$ cat config.mk
export PLATFORM = sky130hd
export DESIGN_NAME = tdm_demux7
export DESIGN_NICKNAME = d
export VERILOG_FILES = /design/src/rtl/tdm_demux7.sv
export SDC_FILE = /design/constraint.sdc
export NUM_CORES = 1
export LEC_CHECK = 0
export BUFFER_PORTS_ARGS = -buffer_cell sky130_fd_sc_hd__buf_2
export CAP_MARGIN = 20
export CORE_MARGIN = 3
export CORE_UTILIZATION = 45
export DETAILED_ROUTE_END_ITERATION = 10
export HOLD_SLACK_MARGIN = 0.12
export PLACE_DENSITY = 0.7
export SLEW_MARGIN = 20
export SYNTH_ARGS = -nofsm -noshare
export SYNTH_HDL_FRONTEND = slang
export SYNTH_SLANG_ARGS = --single-unit
$ cat constraint.sdc
create_clock -name CLOCK_50 -period 1.2 [get_ports CLOCK_50]
set_input_delay 0.18 -clock CLOCK_50 [delete_from_list [all_inputs] [get_ports CLOCK_50]]
set_output_delay 0.18 -clock CLOCK_50 [all_outputs]
set_load 0.02 [all_outputs]
$ cat src/rtl/tdm_demux7.sv
// tdm_demux7 -- receive side of a 7-slot, one-bit-per-slot TDM serial link.
// Serial bits are sampled on en strobes and aligned to a slot-0 sync marker.
// Each completed frame appears on dout, together with a one-cycle frame_valid
// pulse and an increment of the wrapping frame counter.
// Build option: define TDM_STRICT_SYNC_EN to treat a strobe at slot 0 without
// sync as a lost lock. Otherwise the receiver flywheels through missing syncs.
module tdm_demux7 #(
  parameter int NSLOTS = 7,   // slots per frame, 2..8
  parameter int SEL_W  = 3,   // slot index width, 2**SEL_W >= NSLOTS
  parameter int CNT_W  = 8    // completed-frame counter width
) (
  input  logic              CLOCK_50,
  input  logic              resetn,
  input  logic              en,
  input  logic              din,
  input  logic              sync,
  input  logic              clr_err,
  output logic [SEL_W-1:0]  slot,
  output logic [NSLOTS-1:0] dout,
  output logic              frame_valid,
  output logic              locked,
  output logic              sync_err,
  output logic [CNT_W-1:0]  frames
);

  typedef enum logic {S_HUNT = 1'b0, S_RUN = 1'b1} state_e;

  localparam logic [SEL_W-1:0] LAST_SLOT = SEL_W'(NSLOTS - 1);

  state_e              state_q;
  logic [SEL_W-1:0]    slot_q;
  logic [NSLOTS-1:0]   part_q;
  logic [NSLOTS-1:0]   dout_q;
  logic                fv_q;
  logic                locked_q;
  logic                err_q;
  logic [CNT_W-1:0]    frames_q;

  logic [NSLOTS-1:0]   part_d;   // partial frame with the current bit inserted
  logic [NSLOTS-1:0]   frame_d;  // finished frame when the last slot is sampled
  logic [NSLOTS-1:0]   first_d;  // fresh partial frame holding only slot 0

  // Build the candidate partial and completed frames from the current strobe.
  always_comb begin
    part_d         = part_q;
    part_d[slot_q] = din;
    frame_d        = {din, part_q[NSLOTS-2:0]};
    first_d        = '0;
    first_d[0]     = din;
  end

  // Main FSM. All outputs are registered. sync_err clear comes first, so a set
  // assigned later in the same edge overrides it.
  always_ff @(posedge CLOCK_50 or negedge resetn) begin
    if (!resetn) begin
      state_q  <= S_HUNT;
      slot_q   <= '0;
      part_q   <= '0;
      dout_q   <= '0;
      fv_q     <= 1'b0;
      locked_q <= 1'b0;
      err_q    <= 1'b0;
      frames_q <= '0;
    end else begin
      fv_q <= 1'b0;
      if (clr_err) err_q <= 1'b0;
      if (en) begin
        unique case (state_q)
          S_HUNT: begin
            // Only a sync strobe starts a frame. Everything else is dropped.
            if (sync) begin
              part_q   <= first_d;
              slot_q   <= SEL_W'(1);
              state_q  <= S_RUN;
              locked_q <= 1'b1;
            end
          end
          S_RUN: begin
            if (sync && (slot_q != '0)) begin
              // Sync arrived mid-frame. Restart the frame on this bit as slot 0.
              err_q  <= 1'b1;
              part_q <= first_d;
              slot_q <= SEL_W'(1);
            end
`ifdef TDM_STRICT_SYNC_EN
            else if (!sync && (slot_q == '0)) begin
              // Missing sync at slot 0: drop the bit and return to hunting.
              err_q    <= 1'b1;
              part_q   <= '0;
              slot_q   <= '0;
              state_q  <= S_HUNT;
              locked_q <= 1'b0;
            end
`endif
            else if (slot_q == LAST_SLOT) begin
              // Last slot: publish the frame and wrap to slot 0.
              part_q   <= part_d;
              dout_q   <= frame_d;
              fv_q     <= 1'b1;
              frames_q <= frames_q + CNT_W'(1);
              slot_q   <= '0;
            end else begin
              part_q <= part_d;
              slot_q <= slot_q + SEL_W'(1);
            end
          end
          default: begin
            state_q  <= S_HUNT;
            slot_q   <= '0;
            locked_q <= 1'b0;
          end
        endcase
      end
    end
  end

  assign slot        = slot_q;
  assign dout        = dout_q;
  assign frame_valid = fv_q;
  assign locked      = locked_q;
  assign sync_err    = err_q;
  assign frames      = frames_q;

endmodule

==> results.toml, run 1 <==
[status]
run_status = "complete, but fails checks"
failed_checks = "negative setup slack"

[route]
route.detailed.wl_per_inst_um = 16.7
totalWireLength_um = 3270
drt_drc_violations_left = 0
via_per_inst = 5.63
ant_nets = 0
dr.pass1.iters = 4
drtIter0Drc = 33
via_total_after_detailed_routing = 1103

[sta]
final-max-slew-violation-count = 0
timing.slew.headroom = 0.748
final_critical_path_setup_slack_ps = -180
finalClockSkew_ps = 2.37
report.final.hold_viol_count = 0
f_max_mhz = 725
final_worst_path_period_share = 1.15
final.min_clock_period_ps = 1380
worst-slew-pin-transition_ps = 376
rsz0062_at_grt = "yes"
setup_viol_count_final = 24

[logic_synthesis]
syn_avg_cell_area_sq_um = 11.8
synthesis.nets = 122
number_of_distinct_library_cells_after_synthesis = 38
ys_warn_count = 0
synth-seq-cells = 28
synthesis.area_sq_um = 1360
share_of_the_yosys_chip_area_belonging_to_registers = 0.517
post_synth_edffs = 0
synth_cells = 115
synth-main-ff-cell = "sky130_fd_sc_hd__dfrtp_1"
async_s_r_ff_share_synth = 1.00

[clocking]
clk-insertion-delay-late_ps = 330
tritoncts_num_sinks = 28
cts_tree = "built"
ctsHtreeMaxLevel = 1
cts_buffer_depth = 2
root_buffer = "sky130_fd_sc_hd__clkbuf_4"
number_of_buffers_created_by_cts = 3
clkSlewWorstSetupHoldPaths_ps = 150

[cells_and_area]
end_of_flow_core_utilization = 0.678
num_antenna_cells = 0
final_layout_size_suffix_gt1_frac = 0.533
multi_input_area_sq_um = 696
nFillCells = 214
layout.nets = 173
layout-area-overhead-vs-synth_pct = 40.3
register_area_sq_um = 706

[run]
cap_viol_max_count = 0

[placed_design]
placement.io_buffers = 26
place.detailed.hpwl_um = 2190
place.gp.congestion = 0.784
detailedPlace.worstSlack_ps = -156

[worst_setup_path]
worst_ep_arrival_time_ps = 1620
cpMaxStageDelayCell = "sky130_fd_sc_hd__dfrtp_2"
crit_path_end_kind = "flop"
worstPathRequired_ps = 1440
crit_chain = "buf_12 -> nor4b_4 -> o21ai_2 -> mux2_4"
timing_worst_setup_path_type = "reg2reg"
worst-path-buf-inv = 1
max_stage_delay_ps = 470
r2r_setup_slack_ps = -180
worst-path-max-fanout = 4
critical_path.top_delay_family = "flip-flops"
cp-start-kind = "flop"

[grt]
grt_start_max_net_pins = 17
groute.usage.overall = 0.190
grt_util_met1 = 0.253
grt_antenna_before_repair = 0
grt_first_pass_wirelength_um = 5220
global_route.overflow_total = 0
first_global_vias = 1149
busiest_layer = "met2"
use_met3 = 0.0426
groute.layer.met2.usage = 0.305

[floorplan]
core_area_sq_um = 2810
die-area_sq_um = 3710
die-width_um = 60.9
start_util = 0.483
num_rows = 19
io_pins = 27
die_h_um = 60.9

[power_and_ir_drop]
p_leak_nw = 0.945
pwr_density_cell_nw_per_um2 = 1250
max-vdd-ir-drop_mv = 0.722

[min_path]
hold_class = "in2reg"
## cells in the final DEF (no fill, tap or decap), types with 2 or more instances in the layout
| cell type | instances |
|---|---|
| sky130_fd_sc_hd__a21oi_1 | 2 |
| sky130_fd_sc_hd__o21ai_2 | 2 |
| sky130_fd_sc_hd__nand2b_1 | 2 |
| sky130_fd_sc_hd__mux2i_1 | 3 |
| sky130_fd_sc_hd__xor2_1 | 3 |
| sky130_fd_sc_hd__nand2_1 | 7 |
| sky130_fd_sc_hd__nand3_4 | 2 |
| sky130_fd_sc_hd__nor3_1 | 2 |
| sky130_fd_sc_hd__nor4b_4 | 2 |
| sky130_fd_sc_hd__o211ai_1 | 2 |
| sky130_fd_sc_hd__buf_6 | 4 |
| sky130_fd_sc_hd__and4_1 | 2 |
| sky130_fd_sc_hd__dfrtp_2 | 4 |
| sky130_fd_sc_hd__clkbuf_4 | 3 |
| sky130_fd_sc_hd__dlygate4sd3_1 | 2 |
| sky130_fd_sc_hd__o22ai_2 | 2 |
| sky130_fd_sc_hd__buf_12 | 2 |
| sky130_fd_sc_hd__dfrtp_1 | 24 |
| sky130_fd_sc_hd__inv_1 | 4 |
| sky130_fd_sc_hd__a21oi_2 | 2 |
| sky130_fd_sc_hd__mux2_2 | 8 |
| sky130_fd_sc_hd__buf_4 | 18 |
| sky130_fd_sc_hd__nand3_1 | 5 |
| sky130_fd_sc_hd__buf_8 | 2 |
| sky130_fd_sc_hd__xnor2_1 | 4 |
| sky130_fd_sc_hd__buf_2 | 23 |
| sky130_fd_sc_hd__o21ai_1 | 7 |
## stage by stage
stage	setup TNS, ps	hold WS, ps	instance area [sq um]	cells	total power, mW
after global placement	-1390	107	1660	185	1.61
after floorplan	-1580	-116	1370	115	1.40
after detailed placement	-1920	112	1660	185	1.64
final	-2490	143	1900	196	2.38
after CTS	-2260	138	1840	195	2.33
after global routing	-3730	132	1900	196	2.49
## kinds of logic after synthesis
group / after synthesis / synth area share
flops: 28 / 0.517
simple gates: 33 / 0.185
compound gates: 22 / 0.101
fa+ha+maj: 1 / 0.00922
mux: 12 / 0.0996
buf+inv: 12 / 0.0443
xor+xnor: 7 / 0.0452
## worst register-to-register path, stage by stage (launching register included)
cell and delay, ps:
sky130_fd_sc_hd__dfrtp_2 470, sky130_fd_sc_hd__buf_12 140, sky130_fd_sc_hd__nor4b_4 270, sky130_fd_sc_hd__o21ai_2 110, sky130_fd_sc_hd__mux2_4 300
## final cells by class
cell class | instances | area share
Clock inverter | 1 | 0.0158
Clock buffer | 3 | 0.0118
Sequential cell | 28 | 0.371
Timing Repair Buffer | 51 | 0.202
Inverter | 6 | 0.0131
Tap cell | 31 | 0.0204
Multi-Input combinational cell | 76 | 0.366
## Yosys cell counts, types with 2 or more instances
| cell | count | area, sq um |
|---|---|---|
| sky130_fd_sc_hd__mux2i_1 | 3 | 30.0 |
| sky130_fd_sc_hd__o22ai_1 | 2 | 12.5 |
| sky130_fd_sc_hd__buf_2 | 3 | 15.0 |
| sky130_fd_sc_hd__o21ai_0 | 8 | 40.0 |
| sky130_fd_sc_hd__xnor2_1 | 4 | 35.0 |
| sky130_fd_sc_hd__xor2_1 | 3 | 26.3 |
| sky130_fd_sc_hd__a21oi_1 | 4 | 20.0 |
| sky130_fd_sc_hd__nand3_1 | 5 | 25.0 |
| sky130_fd_sc_hd__dfrtp_1 | 28 | 701 |
| sky130_fd_sc_hd__nand2b_1 | 2 | 12.5 |
| sky130_fd_sc_hd__o211ai_1 | 2 | 15.0 |
| sky130_fd_sc_hd__and4_1 | 2 | 17.5 |
| sky130_fd_sc_hd__nor2_1 | 3 | 11.3 |
| sky130_fd_sc_hd__inv_1 | 6 | 22.5 |
| sky130_fd_sc_hd__nand2_1 | 7 | 26.3 |
| sky130_fd_sc_hd__nor3_1 | 4 | 20.0 |
| sky130_fd_sc_hd__mux2_2 | 8 | 90.1 |
## registers in the layout, summed over array words and instances (netlist names)
name	flops
sync_err	1
frame_valid	1
dout	7
slot	3
state_q	1
frames	8
locked	1
part_q	6
## timing repair
item,4_1_cts,5_1_grt
setup buffers,4,1
cloned,1,0
hold buffers,2,0
setup endpoints to repair,24,30
gates resized for setup,17,22
endpoints found under the hold margin,29,0
pin swaps,7,4
## worst paths after layout
check / startpoint / endpoint / cells past startpoint
min in group asynchronous: resetn / dout[6] / 2
worst max-delay path: slot[0] / part_q[0] / 4
worst min register to register: frames[7] / frames[7] / 1
max in group asynchronous: resetn / frames[2] / 3
worst max register to register: slot[0] / part_q[0] / 4
worst min-delay path: din / part_q[2] / 3
## where the power goes
part           switching, mW  leakage [nW]  internal (mW)
registers             0.0759         0.369           1.03
logic                  0.335         0.548          0.319
clock network          0.286        0.0279          0.338
## routing by layer
layer / share of wire / up-vias
met5: 0 / -
met1: 0.45 / 552
met2: 0.51 / 31
met4: 0.0058 / 0
li1: - / 518
met3: 0.036 / 2
(Power assumes the default switching activity.)
==> run 2, diff against run 1 <==
--- a/config.mk
+++ b/config.mk
@@ -11,7 +11,7 @@
 export CORE_UTILIZATION = 45
 export DETAILED_ROUTE_END_ITERATION = 10
 export HOLD_SLACK_MARGIN = 0.12
-export PLACE_DENSITY = 0.7
+export PLACE_DENSITY = 0.67
 export SLEW_MARGIN = 20
 export SYNTH_ARGS = -nofsm -noshare
 export SYNTH_HDL_FRONTEND = slang
==> constraint.sdc (replaced) <==
create_clock -name CLOCK_50 -period 1.45 [get_ports CLOCK_50]
set_input_delay 0.2175 -clock CLOCK_50 [delete_from_list [all_inputs] [get_ports CLOCK_50]]
set_output_delay 0.2175 -clock CLOCK_50 [all_outputs]
set_load 0.02 [all_outputs]
==> run 2 against run 1 <==
Against the previous run: worst hold slack gained 40 ps; clock power shrank 49%; via count shrank 6.3%; the flow now finishes without violations; setup slack gained 260 ps; clock skew grew 2.8 ps; design area shrank 14%; critical path type unchanged; power shrank 32%; flip-flop and latch count is the same.
==> results.toml, run 2 (same netlist as run 1, synthesis figures left out) <==
[worst_setup_path]
timing_worst_setup_path_type = "reg2reg"
max_stage_delay_ps = 430
worst_r2r_path_depth = 3
crit_start = "slot[0]"
worst-path-max-fanout = 10
worst_ep_arrival_time_ps = 1610
worstPathRequired_ps = 1680
cpMaxStageDelayCell = "sky130_fd_sc_hd__dfrtp_1"
worst_r2r_startpoint = "slot[0]"
crit_path_end_kind = "flop"
crit_chain = "and4bb_4 -> nand3_4 -> mux2_2"
cp-start-kind = "flop"

[placed_design]
place.gp.congestion = 0.797
numPlacedInstances = 175
placement.io_buffers = 26
place.detailed.hpwl_um = 1980

[sta]
rsz0062_at_grt = "no"
finalClockSkew_ps = 5.17
setup_viol_count_final = 0
f_max_mhz = 728
final.min_clock_period_ps = 1370
final-max-slew-violation-count = 0
timing.slew.headroom = 0.584
setup_tns_ps = 0
report.final.hold_viol_count = 0
final_worst_path_period_share = 0.948
worst-slew-pin-transition_ps = 625

[min_path]
hold_class = "in2reg"
worstHoldPathCells = 3
worstHoldStart = "din"

[floorplan]
die-width_um = 60.9
core_area_sq_um = 2810
die_h_um = 60.9
num_rows = 19
die-area_sq_um = 3710
io_pins = 27
start_util = 0.483

[clocking]
clkSlewWorstSetupHoldPaths_ps = 140
ctsHtreeMaxLevel = 1
number_of_buffers_created_by_cts = 3
cts_buffer_depth = 2
cts_tree = "built"
tritoncts_num_sinks = 28
root_buffer = "sky130_fd_sc_hd__clkbuf_4"
clk-insertion-delay-late_ps = 330

[route]
ant_nets = 0
dr.pass1.iters = 4
drt_drc_violations_left = 0
via_total_after_detailed_routing = 1033
route.detailed.wl_per_inst_um = 14.9
drtIter0Drc = 34
via_per_inst = 5.61
totalWireLength_um = 2740

[run]
cap_viol_max_count = 0

[grt]
grt_antenna_before_repair = 0
grt_first_pass_wirelength_um = 4310
groute.usage.overall = 0.157
global_route.overflow_total = 0
first_global_vias = 936
grt_start_max_net_pins = 29

[cells_and_area]
register_area_sq_um = 701
multi_input_area_sq_um = 596
final_layout_size_suffix_gt1_frac = 0.379
layout.cells.most_common_list = "28 x sky130_fd_sc_hd__dfrtp_1, 26 x sky130_fd_sc_hd__buf_2, 12 x sky130_fd_sc_hd__buf_4"
post_layout_nonfiller_instances = 184
layout-area-overhead-vs-synth_pct = 20.3
layout.nets = 162
nFillCells = 248
most_common_library_cell_in_the_layout_ignoring_fill_and_taps = "sky130_fd_sc_hd__dfrtp_1"
end_of_flow_core_utilization = 0.582
largest_register_ff_count = 8
num_antenna_cells = 0

[power_and_ir_drop]
p_leak_nw = 0.842
max-vdd-ir-drop_mv = 0.459
power_switching_share = 0.306
p_comb_frac = 0.255
power_switching_mw = 0.499
p_seq_frac = 0.550
internal_power_mw = 1.13
pwr_density_cell_nw_per_um2 = 1000
share_clk_of_total_power = 0.195

[status]
run_status = "completed"
run 2: cell count changes in the layout (fill, tap and decap cells not counted), sizes merged:
cell,delta
buf,-10
bufinv,-1
nand3,-1
run 2: worst max-delay path: cells and delay by family (launching register included):
family / cells / cell delay (ps)
mux: 1 / 320
simple gates: 2 / 520
flops: 1 / 430
run 2: stage by stage:
| stage | power (mW) | hold WS [ps] | worst slack (ps) | area [sq um] |
|---|---|---|---|---|
| 2_1_floorplan | 1.15 | -78.1 | 27.8 | 1360 |
| 3_3_place_gp | 1.28 | 259 | 116 | 1560 |
| 3_5_place_dp | 1.30 | 267 | 79.3 | 1560 |
| 4_1_cts | 1.61 | 188 | 56.1 | 1600 |
| 5_1_grt | 1.73 | 184 | 0.951 | 1630 |
| 6_report | 1.63 | 183 | 75.5 | 1630 |
run 2: area by class of cell:
class,instances,area share
inverters,6,0.0138
clock buffers,3,0.0138
repair buffers,41,0.154
well taps,31,0.0238
multi-input cells,75,0.365
flip-flops and latches,28,0.429
run 2: per-layer routing:
| metal | part of all wire | GRT usage |
|---|---|---|
| met1 | 0.46 | 0.218 |
| met3 | 0.029 | 0.0255 |
| met4 | 0.011 | 0.0464 |
| met5 | 0 | 0 |
| met2 | 0.50 | 0.253 |
run 2: power by group through the flow:
stage / clock (mW) / combinational (mW) / sequential (mW)
final: 0.319 / 0.416 / 0.896
after global routing: 0.364 / 0.453 / 0.908
after CTS: 0.325 / 0.389 / 0.897
after detailed placement: 0 / 0.384 / 0.913
after global placement: 0 / 0.371 / 0.911
after floorplan: 0 / 0.191 / 0.962
run 2: worst paths after layout:
| path | endpoint | slack (ps) |
|---|---|---|
| worst max-delay path | dout[1] | 80 |
| worst min-delay path | part_q[2] | 180 |
| worst max register to register | dout[1] | 80 |
| worst min register to register | locked | 480 |
| max in group asynchronous | dout[3] | 620 |
| min in group asynchronous | frame_valid | 420 |
run 2: timing repair:
action                     4_1_cts  5_1_grt
hold buffers                     2        0
setup buffers                    0        4
hold endpoints to repair        29        0
setup endpoints to repair        0        7
resized for setup                0        1
